### config.mk
export PLATFORM = sky130hd
export DESIGN_NAME = pll_lock_reset_seq
export DESIGN_NICKNAME = d
export VERILOG_FILES = /design/src/rtl/pll_lock_reset_seq.sv
export SDC_FILE = /design/constraint.sdc
export NUM_CORES = 1
export LEC_CHECK = 0
export CAP_MARGIN = 25
export CORE_MARGIN = 8
export CORE_UTILIZATION = 41
export CTS_CLUSTER_DIAMETER = 50
export DETAILED_ROUTE_END_ITERATION = 8
export PLACE_DENSITY_LB_ADDON = 0.12
export SLEW_MARGIN = 20
export SYNTH_ARGS = -nofsm -noshare
export SYNTH_HDL_FRONTEND = slang
export SYNTH_SLANG_ARGS = --single-unit
### constraint.sdc
create_clock -name clkin -period 1.7 [get_ports clkin]
set_input_delay 0.34 -clock clkin [delete_from_list [all_inputs] [get_ports clkin]]
set_output_delay 0.34 -clock clkin [all_outputs]
set_load 0.02 [all_outputs]
### src/rtl/pll_lock_reset_seq.sv
// PLL reset sequencer: pulses the PLL reset, waits for a stable synchronized lock,
// then releases the downstream reset; re-pulses on timeout, lock loss or software request.
module pll_lock_reset_seq #(
    parameter int RST_CYCLES     = 16,
    parameter int STABLE_CYCLES  = 1024,
    parameter int TIMEOUT_CYCLES = 65536
) (
    input  logic       clkin,
    input  logic       reset_n,
    input  logic       lock,
    input  logic       sw_relock,
    output logic       pll_reset,
    output logic       sys_rst_n,
    output logic       ready,
    output logic [7:0] relock_cnt,
    output logic       timeout_err
);

    localparam int MAX_AB  = (RST_CYCLES > STABLE_CYCLES) ? RST_CYCLES : STABLE_CYCLES;
    localparam int MAX_CYC = (MAX_AB > TIMEOUT_CYCLES) ? MAX_AB : TIMEOUT_CYCLES;
    localparam int CNT_W   = (MAX_CYC > 1) ? $clog2(MAX_CYC) : 1;

    localparam logic [CNT_W-1:0] RST_LAST     = CNT_W'(RST_CYCLES - 1);
    localparam logic [CNT_W-1:0] STABLE_LAST  = CNT_W'(STABLE_CYCLES - 1);
    localparam logic [CNT_W-1:0] TIMEOUT_LAST = CNT_W'(TIMEOUT_CYCLES - 1);

    typedef enum logic [1:0] {
        ST_PLL_RST,
        ST_WAIT_LOCK,
        ST_STABLE,
        ST_RUN
    } state_t;

    state_t           r_state;
    state_t           w_state_nxt;
    logic [CNT_W-1:0] r_cnt;
    logic [CNT_W-1:0] w_cnt_nxt;
    logic             r_lock_meta;
    logic             r_lock_s;
    logic             w_timeout_set;
    logic             w_lock_lost;

    // NOTE: lock is asynchronous to clkin; only the second flop's output may fan out.
    always_ff @(posedge clkin or negedge reset_n) begin
        if (!reset_n) begin
            r_lock_meta <= 1'b0;
            r_lock_s    <= 1'b0;
        end else begin
            r_lock_meta <= lock;
            r_lock_s    <= r_lock_meta;
        end
    end

    // NOTE: every variable gets a default before the case so no latch is inferred.
    always_comb begin
        w_state_nxt   = r_state;
        w_cnt_nxt     = r_cnt + CNT_W'(1);
        w_timeout_set = 1'b0;
        w_lock_lost   = 1'b0;
        if (sw_relock) begin
            w_state_nxt = ST_PLL_RST;
            w_cnt_nxt   = '0;
        end else begin
            case (r_state)
                ST_PLL_RST: begin
                    if (r_cnt == RST_LAST) begin
                        w_state_nxt = ST_WAIT_LOCK;
                        w_cnt_nxt   = '0;
                    end
                end
                ST_WAIT_LOCK: begin
                    if (r_lock_s) begin
                        w_state_nxt = ST_STABLE;
                        w_cnt_nxt   = '0;
                    end else if (r_cnt == TIMEOUT_LAST) begin
                        w_state_nxt   = ST_PLL_RST;
                        w_cnt_nxt     = '0;
                        w_timeout_set = 1'b1;
                    end
                end
                ST_STABLE: begin
                    // A lock glitch restarts the stability window without re-resetting the PLL.
                    if (!r_lock_s) begin
                        w_state_nxt = ST_WAIT_LOCK;
                        w_cnt_nxt   = '0;
                    end else if (r_cnt == STABLE_LAST) begin
                        w_state_nxt = ST_RUN;
                        w_cnt_nxt   = '0;
                    end
                end
                ST_RUN: begin
                    w_cnt_nxt = '0;
                    if (!r_lock_s) begin
                        w_state_nxt = ST_PLL_RST;
                        w_lock_lost = 1'b1;
                    end
                end
                default: begin
                    w_state_nxt = ST_PLL_RST;
                    w_cnt_nxt   = '0;
                end
            endcase
        end
    end

    // NOTE: sequential state uses non-blocking assignments only.
    always_ff @(posedge clkin or negedge reset_n) begin
        if (!reset_n) begin
            r_state     <= ST_PLL_RST;
            r_cnt       <= '0;
            pll_reset   <= 1'b1;
            sys_rst_n   <= 1'b0;
            ready       <= 1'b0;
            relock_cnt  <= 8'd0;
            timeout_err <= 1'b0;
        end else begin
            r_state     <= w_state_nxt;
            r_cnt       <= w_cnt_nxt;
            pll_reset   <= (w_state_nxt == ST_PLL_RST);
            sys_rst_n   <= (w_state_nxt == ST_RUN);
            ready       <= (w_state_nxt == ST_RUN);
            timeout_err <= timeout_err | w_timeout_set;
            if (w_lock_lost && relock_cnt != 8'hFF) begin
                relock_cnt <= relock_cnt + 8'd1;
            end
        end
    end

endmodule

==> parameters.txt, run 1 <==
Parameter                              Value

Drt
  Via count    ~1,300
  Detail Route met2 WL    1858 um
  Number of vias per cell    5.479
  Iter 0 DRT Violations    109
  Wirelength per Cell    15.56 um
  Wire length on met3    164 um
  Number of nets with antenna violations after routing    0
  DR pass1 iterations    4
  Final routed DRC violation total    0
  Met1 Wirelength    1586 um
  Top layer reached by signal wires    met4
  Detailed-route wire length    between 3000 and 4000 um

Clock network
  Post-CTS setup buffer count    0
  Number of buffers on the longest clock path    2
  TritonCTS clock tree    built
  Skew-Pair Late Insertion Delay    0.28 ns
  Register clock-pin slew on the reported worst setup and hold paths    roughly 0.060 ns
  Hold Buf Count CTS    0
  Clock net sink count    31
  Total number of H-tree levels    2
  Root buffer selected by CTS    sky130_fd_sc_hd__clkbuf_8
  Number of clock buffers inserted by TritonCTS    5

Synth
  Number of warning messages in the yosys log    0
  Cell area after technology mapping    around 1600 um^2
  Adder-cell share of the synthesized area    around 1.6%
  Sequential element share of the synthesized area    48.94%
  Yosys reg bits    31
  Syn Area/Cell    10.80 um^2
  Fraction of synthesized area in multiplexers    0.7092%
  Simple-Gate Fraction of Synth Area    20.33%
  Share of the synthesized netlist area taken by xor and xnor gates    between 10% and 20%
  Fraction of the mapped netlist area in compound gates    11.66%
  Number of synthesized flops with an enable pin    0
  Synthesized instance count    147
  Post-synthesis async set-or-reset flop share    100.0%
  Top FF cell, synth    sky130_fd_sc_hd__dfrtp_1
  Combinational family with the most area after synthesis    simple AND/OR/NAND/NOR gates
  Syn_nets    between 150 and 200
  Number of distinct standard cells referenced by the synthesized netlist    38

Die
  Vertical extent of the die    78.23 um
  Top-Level Pins    16
  Die area    approximately 6000 um^2
  Die width    78.23 um
  Starting density of the core    43.05%
  Core region area    3689 um^2
  Std cell rows    22

Power
  Total power draw    1.442 mW
  Combinational cell fraction of total power    3.9%
  Internal power    between 1 and 1.5 mW
  Power density over the cells    680.9 nW/um^2
  Worst IR Drop VDD    between 0.4 and 0.5 mV
  Switching power summed over all nets    0.3026 mW
  Switching power as a share of total power    20.98%
  Sequential fraction of design power    52.3%
  Power share of the clock group    a little over two fifths
  Static Leak    0.8784 nW

STA
  Tightest slew margin relative to the limit    73.68%
  Total setup violations reported at the end of the flow    19
  Number of hold violations in the final report    0
  Highest clock rate    approximately 560 MHz
  Max Transition Viols Final    0
  Actual transition at the worst max-transition pin    0.3948 ns
  Largest clock skew in the final design    0.005888 ns
  Unrepaired setup endpoints after global routing    true
  Post-Route Setup TNS    -1.210 ns
  Tmin final    1.794 ns
  Post-route fraction of the period consumed by the critical path    105.6%
  Min setup slack post-route    -0.09449 ns

Global route
  Residual overflow from global routing    0
  Via count of the first global-routing pass    1,277
  First-pass GRT wire length    6216 um
  Initial antenna violation count    0
  Global routing usage summed across all routing layers    12.71%
  Pin count of the biggest net entering global routing    32

Status
  Violations in the final reports    setup timing
  Outcome    finished with violations

Run
  Max-cap violations    0

Hold path
  Class of the tightest hold or removal check    reg -> reg

Placed design
  DPL Wire Length    2636 um
  GP Congestion    0.8695
  Count of port buffers added during placement    15

Worst setup path
  Critical path fanouts, max    16
  Critical path data required time    around 1.8 ns
  Endpoint arrival time on the critical path    1.94 ns
  Element type at the critical path start    register
  Kind of critical path    reg -> reg
  Crit end category    register

Layout
  Layout net count    191
  Total inserted antenna cells    0
  Utilization of the core after routing    57.43%
  Top library cells by usage in the layout, fill and taps aside    sky130_fd_sc_hd__dfrtp_1, sky130_fd_sc_hd__buf_4, sky130_fd_sc_hd__a311oi_1
  Area added between synthesis and finish    33.41%
  Share of post-route cells with drive strength above 1    26.34%
  Most frequent standard cell in the layout excluding fill and tap cells    sky130_fd_sc_hd__dfrtp_1
[layer usage]
layer  vias to the layer above  track usage, %
li1                        624               -
met1                       627           16.20
met2                        27           20.38
met3                         4           3.531
met4                         0           3.889
met5                         -               0
[path summary, 6_finish.rpt]
check	from	to	slack, ns	cells past startpoint
max	r_cnt[12]	r_cnt[9]	-0.09	5
min	r_lock_meta	r_lock_s	0.35	0
max reg2reg	r_cnt[12]	r_cnt[9]	-0.09	5
min reg2reg	r_lock_meta	r_lock_s	0.35	0
max in group asynchronous	reset_n	pll_reset	0.92	2
min in group asynchronous	reset_n	ready	0.45	2
[sequential cells by signal (all words and copies together) (netlist names)]
name,flops
r_cnt,16
relock_cnt,8
r_state,2
pll_reset,1
r_lock_meta,1
r_lock_s,1
ready,1
timeout_err,1
[synthesized netlist by cell type, drive strengths merged, types with 4 or more instances]
library cell / instances / area (um^2)
nand4: 4 / 31.28
nor4: 7 / 50.05
xnor2: 13 / 113.9
buf: 6 / 48.79
inv: 6 / 22.52
nor3: 7 / 35.03
nand3: 10 / 50.05
a311oi: 16 / 140.1
nor2: 8 / 30.03
nand2: 7 / 26.28
dfrtp: 30 / 750.7
xor2: 8 / 70.07
[through the flow]
| step | std cells | worst slack (ns) | hold slack [ns] | instance area (um^2) |
|---|---|---|---|---|
| 2_1_floorplan | 147 | -0.05014 | 0.04441 | 1593 |
| 3_3_place_gp | 225 | -0.1770 | 0.3338 | 1946 |
| 3_5_place_dp | 225 | -0.2060 | 0.3372 | 1946 |
| 4_1_cts | 233 | -0.08168 | 0.3520 | 2044 |
| 5_1_grt | 234 | -0.1495 | 0.3695 | 2118 |
| 6_report | 234 | -0.09449 | 0.3549 | 2118 |
[repair_timing]
item | CTS | global route
pin swaps | 2 | 4
gates cloned | 0 | 1
gates resized for setup | 5 | 13
endpoints found under the setup margin | 24 | 21
[power groups by stage]
| stage | logic [mW] | registers (mW) | clock network (mW) |
|---|---|---|---|
| floorplan | 0.0180 | 0.767 | 0 |
| global placement | 0.0548 | 0.766 | 0 |
| detailed placement | 0.0562 | 0.767 | 0 |
| CTS | 0.0563 | 0.753 | 0.653 |
| global route | 0.0632 | 0.755 | 0.688 |
| finish | 0.0561 | 0.754 | 0.633 |
[final cells by class]
class | count | area [um^2]
inverter | 6 | 22.52
tap | 48 | 60.06
fill | 329 | 1570
timing repair buffer | 40 | 367.9
sequential | 31 | 777.0
clock buffer | 8 | 100.1
multi-input combinational | 101 | 790.8
[worst max-delay path: stages, from the launching register on]
cell	delay [ns]
sky130_fd_sc_hd__dfrtp_1	0.38
sky130_fd_sc_hd__or4_4	0.57
sky130_fd_sc_hd__nand4b_1	0.31
sky130_fd_sc_hd__nand2_2	0.15
sky130_fd_sc_hd__buf_12	0.14
sky130_fd_sc_hd__a311oi_1	0.11
[logic make-up (layout without fill, tap and decap cells)]
family	Yosys count	in the layout
simple gates	55	55
flops	31	31
compound gates	22	22
xor+xnor	21	21
buf+inv	15	54
fa+ha+maj	2	2
mux	1	1
Power figures use the tool's default switching activity.
==> inputs of run 2 (changes only) <==
--- a/config.mk
+++ b/config.mk
@@ -10,6 +10,7 @@
 export CORE_UTILIZATION = 41
 export CTS_CLUSTER_DIAMETER = 50
 export DETAILED_ROUTE_END_ITERATION = 8
+export HOLD_SLACK_MARGIN = 0.08
 export PLACE_DENSITY_LB_ADDON = 0.12
 export SLEW_MARGIN = 20
 export SYNTH_ARGS = -nofsm -noshare
==> results of run 2 <==
Final layout, timing and power as in run 1 (identical DEF).
